`src/rtl/add4_acc_pkg.sv`:
```
// Shared types and widths for the 4-bit group accumulator.
// Optional feature macro: ADD4_ACC_OVF_EN (sticky group overflow on out_ovf).
package add4_acc_pkg;

  localparam int DATA_W = 4;
  localparam int CNT_W  = 4;

  typedef enum logic [1:0] {
    IDLE  = 2'd0,
    ACCUM = 2'd1,
    DONE  = 2'd2
  } state_t;

endpackage

```
`src/rtl/add4_accumulator_ripple.sv`:
```
// Combinational DATA_W-bit ripple-carry adder (module ripple_add4_core).
// Each stage keeps its carry in its own net so the chain has no self-referencing vector.
module ripple_add4_core
  import add4_acc_pkg::*;
(
  input  logic [DATA_W-1:0] a,
  input  logic [DATA_W-1:0] b,
  input  logic              cin,
  output logic [DATA_W-1:0] sum,
  output logic              cout
);

  for (genvar gi = 0; gi < DATA_W; gi++) begin : g_bit
    logic c_in;
    logic c_out;
    if (gi == 0) begin : g_first
      assign c_in = cin;
    end else begin : g_chain
      assign c_in = g_bit[gi-1].c_out;
    end
    assign sum[gi] = a[gi] ^ b[gi] ^ c_in;
    assign c_out   = (a[gi] & b[gi]) | (c_in & (a[gi] ^ b[gi]));
  end

  assign cout = g_bit[DATA_W-1].c_out;

endmodule

```
`src/rtl/add4_accumulator.sv`:
```
// Sums groups of 4-bit operands (closed by in_last or MAX_TERMS) and presents one result per group.
// Optional feature macro: ADD4_ACC_OVF_EN builds the sticky carry register driving out_ovf.
module add4_accumulator
  import add4_acc_pkg::*;
#(
  parameter int MAX_TERMS = 15
) (
  input  logic              clk,
  input  logic              rst_n,
  input  logic              in_valid,
  output logic              in_ready,
  input  logic [DATA_W-1:0] in_data,
  input  logic              in_last,
  output logic              out_valid,
  input  logic              out_ready,
  output logic [DATA_W-1:0] out_sum,
  output logic              out_cout,
  output logic [CNT_W-1:0]  out_count,
  output logic              out_ovf
);

  state_t            state_reg;
  state_t            state_next;
  logic [DATA_W-1:0] acc_reg;
  logic [CNT_W-1:0]  count_reg;
  logic              last_carry_reg;

  logic [DATA_W-1:0] add_sum;
  logic              add_cout;
  logic [CNT_W-1:0]  count_next;
  logic              closing;
  logic              in_fire;
  logic              out_fire;

  ripple_add4_core u_adder (
    .a    (acc_reg),
    .b    (in_data),
    .cin  (1'b0),
    .sum  (add_sum),
    .cout (add_cout)
  );

  assign count_next = count_reg + CNT_W'(1);
  // Count is zero in IDLE, so this also closes the first beat when MAX_TERMS is 1.
  assign closing    = in_last || (count_next == CNT_W'(MAX_TERMS));
  assign in_fire    = in_valid && in_ready;
  assign out_fire   = out_valid && out_ready;

  always_ff @(posedge clk or negedge rst_n) begin
    if (!rst_n) begin
      state_reg <= IDLE;
    end else begin
      state_reg <= state_next;
    end
  end

  always_comb begin
    state_next = state_reg;
    in_ready   = 1'b0;
    out_valid  = 1'b0;
    case (state_reg)
      IDLE, ACCUM: begin
        in_ready = 1'b1;
        if (in_valid) begin
          state_next = closing ? DONE : ACCUM;
        end
      end
      DONE: begin
        out_valid = 1'b1;
        if (out_ready) begin
          state_next = IDLE;
        end
      end
      default: state_next = IDLE;
    endcase
  end

  // Accumulator state doubles as the result registers; it is frozen in DONE and cleared on handoff.
  always_ff @(posedge clk or negedge rst_n) begin
    if (!rst_n) begin
      acc_reg        <= '0;
      count_reg      <= '0;
      last_carry_reg <= 1'b0;
    end else if (out_fire) begin
      acc_reg        <= '0;
      count_reg      <= '0;
      last_carry_reg <= 1'b0;
    end else if (in_fire) begin
      acc_reg        <= add_sum;
      count_reg      <= count_next;
      last_carry_reg <= add_cout;
    end
  end

  assign out_sum   = acc_reg;
  assign out_cout  = last_carry_reg;
  assign out_count = count_reg;

`ifdef ADD4_ACC_OVF_EN
  logic sticky_reg;

  always_ff @(posedge clk or negedge rst_n) begin
    if (!rst_n) begin
      sticky_reg <= 1'b0;
    end else if (out_fire) begin
      sticky_reg <= 1'b0;
    end else if (in_fire) begin
      sticky_reg <= sticky_reg | add_cout;
    end
  end

  assign out_ovf = sticky_reg;
`else
  assign out_ovf = 1'b0;
`endif

endmodule

```
`config.mk`:
```
export PLATFORM = sky130hd
export DESIGN_NAME = add4_accumulator
export DESIGN_NICKNAME = d
export VERILOG_FILES = /design/src/rtl/add4_acc_pkg.sv /design/src/rtl/add4_accumulator_ripple.sv /design/src/rtl/add4_accumulator.sv
export SDC_FILE = /design/constraint.sdc
export NUM_CORES = 1
export LEC_CHECK = 0
export CORE_UTILIZATION = 40
export DETAILED_ROUTE_END_ITERATION = 10
export PLACE_DENSITY_LB_ADDON = 0.05
export SLEW_MARGIN = 30
export SYNTH_ARGS = -nofsm -noshare
export SYNTH_HDL_FRONTEND = slang
export SYNTH_HIERARCHICAL = 1
export SYNTH_SLANG_ARGS = --single-unit
```
`constraint.sdc`:
```
create_clock -name clk -period 2.72 [get_ports clk]
set_input_delay 0.544 -clock clk [delete_from_list [all_inputs] [get_ports clk]]
set_output_delay 0.544 -clock clk [all_outputs]
set_load 0.03 [all_outputs]
```
==> results.sh <==
export IMPL_synth_seq_cells=11
export IMPL_insertion_delay_ns=0.26
export IMPL_multi_input_area_um2=360
export IMPL_fmax_mhz=408
export IMPL_avgViaCountPerCell=4.74
export IMPL_rsz0062_at_grt="false"
export IMPL_regArea_um2=275
export IMPL_r2r_start="out_sum[0]"
export IMPL_cpPeakStageDelay_ns=0.42
export IMPL_finClkSkew_ns=0.00475
export IMPL_max_cap_violations=0
export IMPL_syn_to_final_growth_pct=32.4
export IMPL_cts_buffers=3
export IMPL_nNetsFinal=103
export IMPL_fillers=143
export IMPL_cts_root_buf="clkbuf_4"
export IMPL_crit_required_ns=2.92
export IMPL_setup_viol=0
export IMPL_dr_pass1_iters=6
export IMPL_hold_class="reg -> reg"
export IMPL_rrSetupSlack_ns=0.53
export IMPL_grt_pass1_vias=532
export IMPL_grt_pass1_wl_mm=2.31
export IMPL_mostFrequentLayoutCells="19 x clkdlybuf4s50_1, 17 x inv_1, 11 x dfrtp_1"
export IMPL_powerDensity_mw_per_mm2=987
export IMPL_synthCells=65
export IMPL_ff2ff_path_depth=9
export IMPL_via_count=526
export IMPL_crit_path_end_kind="register"
export IMPL_post_drt_wl_per_cell_um=11.3
export IMPL_drtIter0Drc=14
export IMPL_die_area_mm2=0.00196
export IMPL_grt_usage=0.157
export IMPL_worstHoldStart="out_cout"
export IMPL_cts_hold_buf=0
export IMPL_p_comb_frac=0.554
export IMPL_fp_dieW_um=44.3
export IMPL_final_hold_viol_count=0
export IMPL_final_common_cell="clkdlybuf4s50_1"
export IMPL_syn_area_um2=714
export IMPL_overflow=0
export IMPL_ant_nets=0
export IMPL_synth_edf_count=0
export IMPL_pwr_share_clk=0.115
export IMPL_synth_flop_cell="dfrtp_1"
export IMPL_initial_core_util=0.448
export IMPL_startpoint_type="input port"
export IMPL_hold_ws_ns=0.512
export IMPL_cts_sink_count=11
export IMPL_grt_max_degree=14
export IMPL_yosys_warnings=6
export IMPL_postCtsSetupBuffers=0
export IMPL_syn_avg_cell_area_um2=11.0
export IMPL_cts_tree="built"
export IMPL_dp_hpwl_um=970
export IMPL_synth_cell_types=26
export IMPL_crit_chain="clkdlybuf4s50_1, fa_1, inv_1, fa_1, inv_1, fa_1, inv_1, fa_1, inv_1, a22o_2"
export IMPL_post_route_period_util=0.902
export IMPL_slowest_stage="clkdlybuf4s50_1"
export IMPL_cp_depth=10
export IMPL_p_leak_nw=0.446
export IMPL_path_max_fanout=1
export IMPL_core_region_area_mm2=0.00159
export IMPL_drt_wl_total_mm=1.26
export IMPL_finalInstanceArea_um2=946
export IMPL_crit_family="adder cells"
export IMPL_seq_area_frac_synth=0.385
export IMPL_clk_pin_slew_ns=0.06
export IMPL_synth_async_reset_ratio=1.00
export IMPL_switching_power_mw=0.396
export IMPL_port_buffer_count=19
export IMPL_reg2reg_to="out_sum[3]"
export IMPL_die_y_um=44.3
export IMPL_post_route_min_period_ns=2.45
export IMPL_status="completed"
export IMPL_path_class="in -> reg"
export IMPL_cts_buffer_depth=2
export IMPL_whs_endpoint="out_cout"
export IMPL_antenna_cells=0
export IMPL_critPathArrivalTime_ns=2.65
export IMPL_place_gp_congestion=0.683
export IMPL_drv_slew=0
export IMPL_switching_share=0.424
export IMPL_p_int_mw=0.538
export IMPL_io_pins=21
export IMPL_max_vdd_ir_drop_v=0.000612
export IMPL_path_buf_inv=5
export IMPL_cts_repair_resized=0
export IMPL_drive_gt1_frac=0.161
export IMPL_fp_row_count=14
export IMPL_min_path_cells=1
export IMPL_placed_area_um2=920
export IMPL_drc=0
export IMPL_pwr_share_seq=0.331
export IMPL_cts_htree_levels=1
export IMPL_antenna_found_initial=0
==> metrics by stage <==
stage	total power [mW]	setup slack (ns)	utilization	std cells	setup TNS (ns)
after detailed placement	0.836	-0.0250	0.577	107	-0.0250
after CTS	0.948	0.252	0.593	111	0
after global placement	0.823	-0.00184	0.577	107	-0.00184
after global routing	1.01	0.145	0.593	111	0
after floorplan	0.648	0.487	-	66	0
final	0.934	0.266	0.593	111	0
==> synth_stat cells, types with 2 or more instances <==
library cell,number,area (um2)
a22o_1,2,17.5
dfrtp_1,11,275
nand3_1,2,10.0
inv_1,17,63.8
a211oi_1,2,15.0
ha_1,2,25.0
fa_1,4,80.1
nand2_1,2,7.51
a22o_2,6,60.1
==> power by group through the flow <==
stage / sequential, mW / clock, mW / combinational (mW)
after global placement: 0.311 / 0 / 0.513
after floorplan: 0.415 / 0 / 0.233
after global routing: 0.325 / 0.118 / 0.570
after CTS: 0.311 / 0.112 / 0.525
after detailed placement: 0.311 / 0 / 0.525
final: 0.309 / 0.107 / 0.517
==> worst reg2reg max path, stage by stage, from the launching register on <==
cell	delay (ns)
dfrtp_1	0.41
fa_1	0.42
inv_1	0.08
fa_1	0.16
inv_1	0.05
fa_1	0.36
inv_1	0.07
fa_1	0.40
inv_1	0.06
a22o_2	0.12
==> area by class of cell <==
cell class	count	share of cell area
Multi-Input combinational cell	36	0.381
Sequential cell	11	0.291
Timing Repair Buffer	19	0.201
Inverter	17	0.0675
Tap cell	24	0.0317
Clock buffer	4	0.0278
==> how the worst max path moves through the flow <==
stage | end | start | slack (ns)
finish | out_sum[3] | in_data[0] | 0.27
global route | out_sum[3] | in_data[0] | 0.15
detailed placement | out_sum[3] | in_data[0] | -0.03
CTS | out_sum[3] | in_data[0] | 0.25
global placement | out_sum[3] | in_data[0] | -0.002
floorplan | out_sum[3] | out_sum[0] | 0.49
==> routing by layer <==
layer  wire length, um  up-vias  track usage
met5                 0        -            0
met4                 0        0       0.0606
met3                36        0       0.0122
met2               641       16        0.256
met1               577      253        0.217
li1                  -      257            -
==> cell families (layout without fill, tap and decap cells) <==
| family | Yosys count | after routing | synth area share |
|---|---|---|---|
| AO/OA/AOI/OAI | 13 | 13 | 0.170 |
| XOR/XNOR | 1 | 1 | 0.0123 |
| adder cells (fa/ha/maj) | 6 | 6 | 0.147 |
| buffers and inverters | 19 | 40 | 0.116 |
| flip-flops | 11 | 11 | 0.385 |
| multiplexers | 2 | 2 | 0.0350 |
| other | 1 | 2 | 0.00525 |
| AND/OR/NAND/NOR | 12 | 12 | 0.130 |
No activity file was read; power rests on OpenSTA's default activity.
